[config.mk]
export PLATFORM = sky130hd
export DESIGN_NAME = cr_kme_word_unpacker
export DESIGN_NICKNAME = d
export VERILOG_FILES = /design/src/rtl/cr_kme_word_unpacker.sv
export SDC_FILE = /design/constraint.sdc
export NUM_CORES = 1
export LEC_CHECK = 0
export CAP_MARGIN = 25
export CORE_MARGIN = 8
export CORE_UTILIZATION = 40
export DETAILED_ROUTE_END_ITERATION = 16
export PLACE_DENSITY = 0.76
export SYNTH_ARGS = -nofsm -noshare
export SYNTH_HDL_FRONTEND = slang
export SYNTH_SLANG_ARGS = --single-unit
[constraint.sdc]
create_clock -name clk -period 9.29 [get_ports clk]
set_clock_uncertainty 0.15 [all_clocks]
set_input_delay 1.858 -clock clk [delete_from_list [all_inputs] [get_ports clk]]
set_output_delay 1.858 -clock clk [all_outputs]
set_load 0.01 [all_outputs]
[src/rtl/cr_kme_word_unpacker.sv]
// Read-side consumer of the KME staging FIFO: pops one wide word per handshake and
// serializes it, least significant slice first, onto a valid/ready beat stream.
module cr_kme_word_unpacker #(
    parameter int unsigned IN_WIDTH  = 96,
    parameter int unsigned OUT_WIDTH = 32,
    parameter int unsigned CNT_WIDTH = 16
) (
    input  logic                 clk,
    input  logic                 rst,
    input  logic [IN_WIDTH-1:0]  in_data,
    input  logic                 in_valid,
    output logic                 in_ack,
    output logic [OUT_WIDTH-1:0] out_data,
    output logic                 out_valid,
    input  logic                 out_ready,
    output logic                 out_last,
    output logic [1:0]           out_idx,
    input  logic                 flush,
    output logic [CNT_WIDTH-1:0] stall_cnt,
    input  logic                 stall_clr
);

    localparam int unsigned BEATS = IN_WIDTH / OUT_WIDTH;
    localparam logic [1:0]  LAST_IDX = 2'(BEATS - 1);
    localparam logic [CNT_WIDTH-1:0] CNT_MAX = '1;

    // The slice index is carried on a 2-bit port, so at most four beats per word.
    if ((IN_WIDTH % OUT_WIDTH) != 0) begin : g_width_check
        $error("cr_kme_word_unpacker: IN_WIDTH must be an exact multiple of OUT_WIDTH");
    end
    if ((BEATS < 1) || (BEATS > 4)) begin : g_beats_check
        $error("cr_kme_word_unpacker: IN_WIDTH/OUT_WIDTH must be in 1..4");
    end

    typedef enum logic [0:0] {
        ST_IDLE = 1'b0,
        ST_SEND = 1'b1
    } state_e;

    state_e                 state_q, state_d;
    logic [IN_WIDTH-1:0]    hold_q, hold_d;
    logic [1:0]             idx_q, idx_d;
    logic [OUT_WIDTH-1:0]   data_q, data_d;
    logic                   valid_q, valid_d;
    logic                   last_q, last_d;
    logic [CNT_WIDTH-1:0]   cnt_q, cnt_d;
    logic                   beat;
    logic                   word_done;

    function automatic logic [OUT_WIDTH-1:0] slice_of(input logic [IN_WIDTH-1:0] w,
                                                      input logic [1:0] i);
        return OUT_WIDTH'(w >> (OUT_WIDTH * 32'(i)));
    endfunction

    // State and datapath registers
    always_ff @(posedge clk or posedge rst) begin
        if (rst) begin
            state_q <= ST_IDLE;
            hold_q  <= '0;
            idx_q   <= 2'd0;
            data_q  <= '0;
            valid_q <= 1'b0;
            last_q  <= 1'b0;
            cnt_q   <= '0;
        end else begin
            state_q <= state_d;
            hold_q  <= hold_d;
            idx_q   <= idx_d;
            data_q  <= data_d;
            valid_q <= valid_d;
            last_q  <= last_d;
            cnt_q   <= cnt_d;
        end
    end

    // Next state, pop strobe and beat sequencing
    always_comb begin
        state_d   = state_q;
        hold_d    = hold_q;
        idx_d     = idx_q;
        data_d    = data_q;
        valid_d   = valid_q;
        last_d    = last_q;
        beat      = valid_q & out_ready;
        word_done = beat & (idx_q == LAST_IDX);
        in_ack    = ~rst & in_valid & ~flush & ((state_q == ST_IDLE) | word_done);

        if (flush) begin
            state_d = ST_IDLE;
            valid_d = 1'b0;
            idx_d   = 2'd0;
            last_d  = 1'b0;
        end else if (in_ack) begin
            // Covers both the idle pop and the zero-bubble reload on the final beat.
            state_d = ST_SEND;
            hold_d  = in_data;
            idx_d   = 2'd0;
            data_d  = slice_of(in_data, 2'd0);
            valid_d = 1'b1;
            last_d  = (LAST_IDX == 2'd0);
        end else begin
            case (state_q)
                ST_SEND: begin
                    if (word_done) begin
                        state_d = ST_IDLE;
                        valid_d = 1'b0;
                        idx_d   = 2'd0;
                        last_d  = 1'b0;
                    end else if (beat) begin
                        idx_d  = idx_q + 2'd1;
                        data_d = slice_of(hold_q, idx_q + 2'd1);
                        last_d = ((idx_q + 2'd1) == LAST_IDX);
                    end
                end
                default: begin
                    state_d = ST_IDLE;
                end
            endcase
        end
    end

    // Saturating count of cycles where a beat is offered but not taken
    always_comb begin
        cnt_d = cnt_q;
        if (stall_clr) begin
            cnt_d = '0;
        end else if (valid_q && !out_ready && (cnt_q != CNT_MAX)) begin
            cnt_d = cnt_q + CNT_WIDTH'(1);
        end
    end

    assign out_data  = data_q;
    assign out_valid = valid_q;
    assign out_last  = last_q;
    assign out_idx   = idx_q;
    assign stall_cnt = cnt_q;

endmodule
==> impl_metrics.tcl <==
set metrics [dict create \
    power.leakage_nw 4.29 \
    cp_max_fo 68 \
    cts_buffers 17 \
    die-area_mm2 0.0216 \
    seq_area_frac_synth 0.544 \
    rows 48 \
    maxSlewHeadroom 0.323 \
    fin_crit_ns 6.47 \
    syn_avg_cell_area_um2 9.00 \
    routed_via_density 5.14 \
    placed_area_mm2 0.00855 \
    synth_seq_cells 149 \
    pwr-share-clk 0.396 \
    tightestPinTransition_ns 1.01 \
    cts_tree "done" \
    netlist_instances 762 \
    fmaxAchievable_mhz 155 \
    period_share 0.696 \
    async_flop_share 1.00 \
    drt-total-wl_um 18100 \
    area_delta_synth_final_pct 34.3 \
    fin_cells 1130 \
    cp_data_required_time_ns 7.28 \
    p_int_mw 1.44 \
    coreArea_mm2 0.0171 \
    synth_nets 867 \
    hold_buffers 0 \
    slowest_delay_ns 0.67 \
    die-height_um 147 \
    drc 0 \
    max_cap_viol_count 0 \
    path_class "input pin to output port" \
    clk_pin_slew_ns 0.06 \
    synth_area_mm2 0.00686 \
    holdCritPathClass "flip-flop to flip-flop" \
    synth_ff_type "dfrtp_1" \
    wl_per_cell_um 16.0 \
    drv_slew 0 \
    grt_pass1_vias 5845 \
    cp-end-kind "output port" \
    finalSetupTns_ns 0 \
    cp_cell_sequence "clkdlybuf4s50_1 -> nand2b_1 -> a211o_4 -> inv_4 -> clkdlybuf4s50_1" \
    cts_htree_levels 4 \
    synth_edf_count 0 \
    start_util 0.402 \
    rsz0062_at_grt "false" \
    antenna_found_initial 1 \
    nets 997 \
    clk_latency_ns 0.41 \
    ant_nets 0 \
    firstDrtPassIters 4 \
    synth.most_common_cell "nand2_1" \
    drtIter0Drc 436 \
    power_mw 1.93 \
    overflow 0 \
    yosysTopAreaCellShare 0.544 \
    ioPinCount 155 \
    num-fill-cells 1549 \
    yosys.area.top_type "dfrtp_1" \
    cp_common_cell "clkdlybuf4s50_1" \
    synth_cell_types 38 \
    cts.sinks 149 \
    grt_pass1_wl_um 30400 \
    critical_path_arrival_ns 4.46 \
    setup_violations 0 \
    status "finished, final reports clean" \
    die_x_um 147 \
    port_buffers 154 \
    crit_slowest_cell "clkdlybuf4s50_1" \
    clockBufferDepth 2 \
    antenna_cells 0 \
    cts_setup_buffers 0 \
    grt_start_max_net_pins 79 \
    p_sw_uw 489 \
    yosysWarnings 0 \
    gp_congestion 0.823 \
    pwr-share-seq 0.426 \
    dpl.hpwl_um 11500 \
    hold_viol 0 \
    ir_worst_vdd_uv 126 \
    drive_gt1_frac 0.0928 \
    fin_area_mm2 0.00921 \
    powerDensity_mw_per_mm2 210 \
    ys_top_cells_by_count "331 x nand2_1, 149 x dfrtp_1, 48 x nor2_1, 38 x mux2_2, 34 x clkbuf_1" \
    vias 5808 \
    start_kind "input pin" \
    cts-root-buf "clkbuf_16" \
    ys_top_cells_by_area "dfrtp_1 54%, nand2_1 18%, mux2_2 6.2%" \
    pwr-share-comb 0.178 \
    dp_cells 1098 \
    grt_usage 0.173 \
    p_sw_frac 0.254 \
    cts_resized 0 \
]
## layer usage
layer | wire (µm) | up-vias | global-route usage
met1 | 8100 | 2796 | 0.227
met4 | 284 | 2 | 0.0546
li1 | - | 2807 | -
met2 | 8480 | 180 | 0.268
met5 | 8 | - | 0
met3 | 1200 | 23 | 0.0529
## metrics by stage
stage	setup slack [ns]	hold WS (ns)	util
after global placement	2.81	0.301	0.501
after detailed placement	2.80	0.307	0.501
after CTS	2.80	0.322	0.540
final	2.82	0.318	0.540
after global routing	2.62	0.331	0.540
after floorplan	3.27	0.290	-
## placed cells by master (no fill, tap or decap), types with 2 or more instances in the layout
cell,synthesis,routed
nor2b_1,10,9
inv_6,0,3
buf_4,0,6
clkdlybuf4s50_1,0,154
a211oi_1,3,3
nand3_1,8,8
mux2_1,2,2
nand2_1,331,331
clkinvlp_4,0,2
inv_1,8,7
mux2_2,38,38
nor4b_1,2,2
clkbuf_1,34,2
o31ai_1,33,33
dfrtp_1,149,148
bufinv_16,0,5
a311oi_1,2,2
nor3_1,10,10
clkbuf_16,0,17
clkbuf_8,0,2
nor2_1,48,48
nand4_1,2,2
a221oi_1,31,31
a21oi_1,7,7
nand2b_1,3,3
mux2i_1,4,4
ha_1,3,2
nor4_1,4,4
## power by group through the flow
stage / clock [mW] / combinational (mW) / sequential, mW
after floorplan: 0 / 0.165 / 0.837
after global placement: 0 / 0.340 / 0.829
after detailed placement: 0 / 0.348 / 0.832
final: 0.763 / 0.344 / 0.823
after global routing: 0.810 / 0.385 / 0.837
after CTS: 0.781 / 0.350 / 0.823
## sequential cells by signal, summed over array words and instances (netlist names)
name	cells
hold_q	96
out_data	32
out_idx	2
out_last	1
out_valid	1
stall_cnt	16
state_q	1
## worst paths after layout
kind | start | endpoint | slack (ns) | cells after the start
setup / recovery | rst | in_ack | 2.82 | 5
hold / removal | hold_q[10] | hold_q[10] | 0.32 | 2
setup reg to reg | out_idx[0] | out_data[16] | 5.88 | 8
hold reg to reg | hold_q[10] | hold_q[10] | 0.32 | 2
max in group asynchronous | rst | hold_q[16] | 5.81 | 3
min in group asynchronous | rst | stall_cnt[10] | 1.81 | 2
## cell type report
cell class	count	area (µm²)	area share
Clock buffer	21	460	0.0500
Clock inverter	11	196	0.0213
Inverter	9	41.3	0.00448
Multi-Input combinational cell	555	2910	0.316
Sequential cell	149	3730	0.405
Tap cell	225	282	0.0306
Timing Repair Buffer	160	1590	0.172
## critical path: cells and delay by family
kind                   cells  cell delay (ns)
AND/OR/NAND/NOR            1             0.28
AO/OA/AOI/OAI              1             0.56
buffers and inverters      3             1.74
## cells by family after synthesis
kind of cell,share of synthesized area
fa+ha+maj,0.00548
flops,0.544
mux,0.0715
buf+inv,0.0343
compound gates,0.0971
simple gates,0.248
Note: power is estimated with default switching activity, not from simulation.
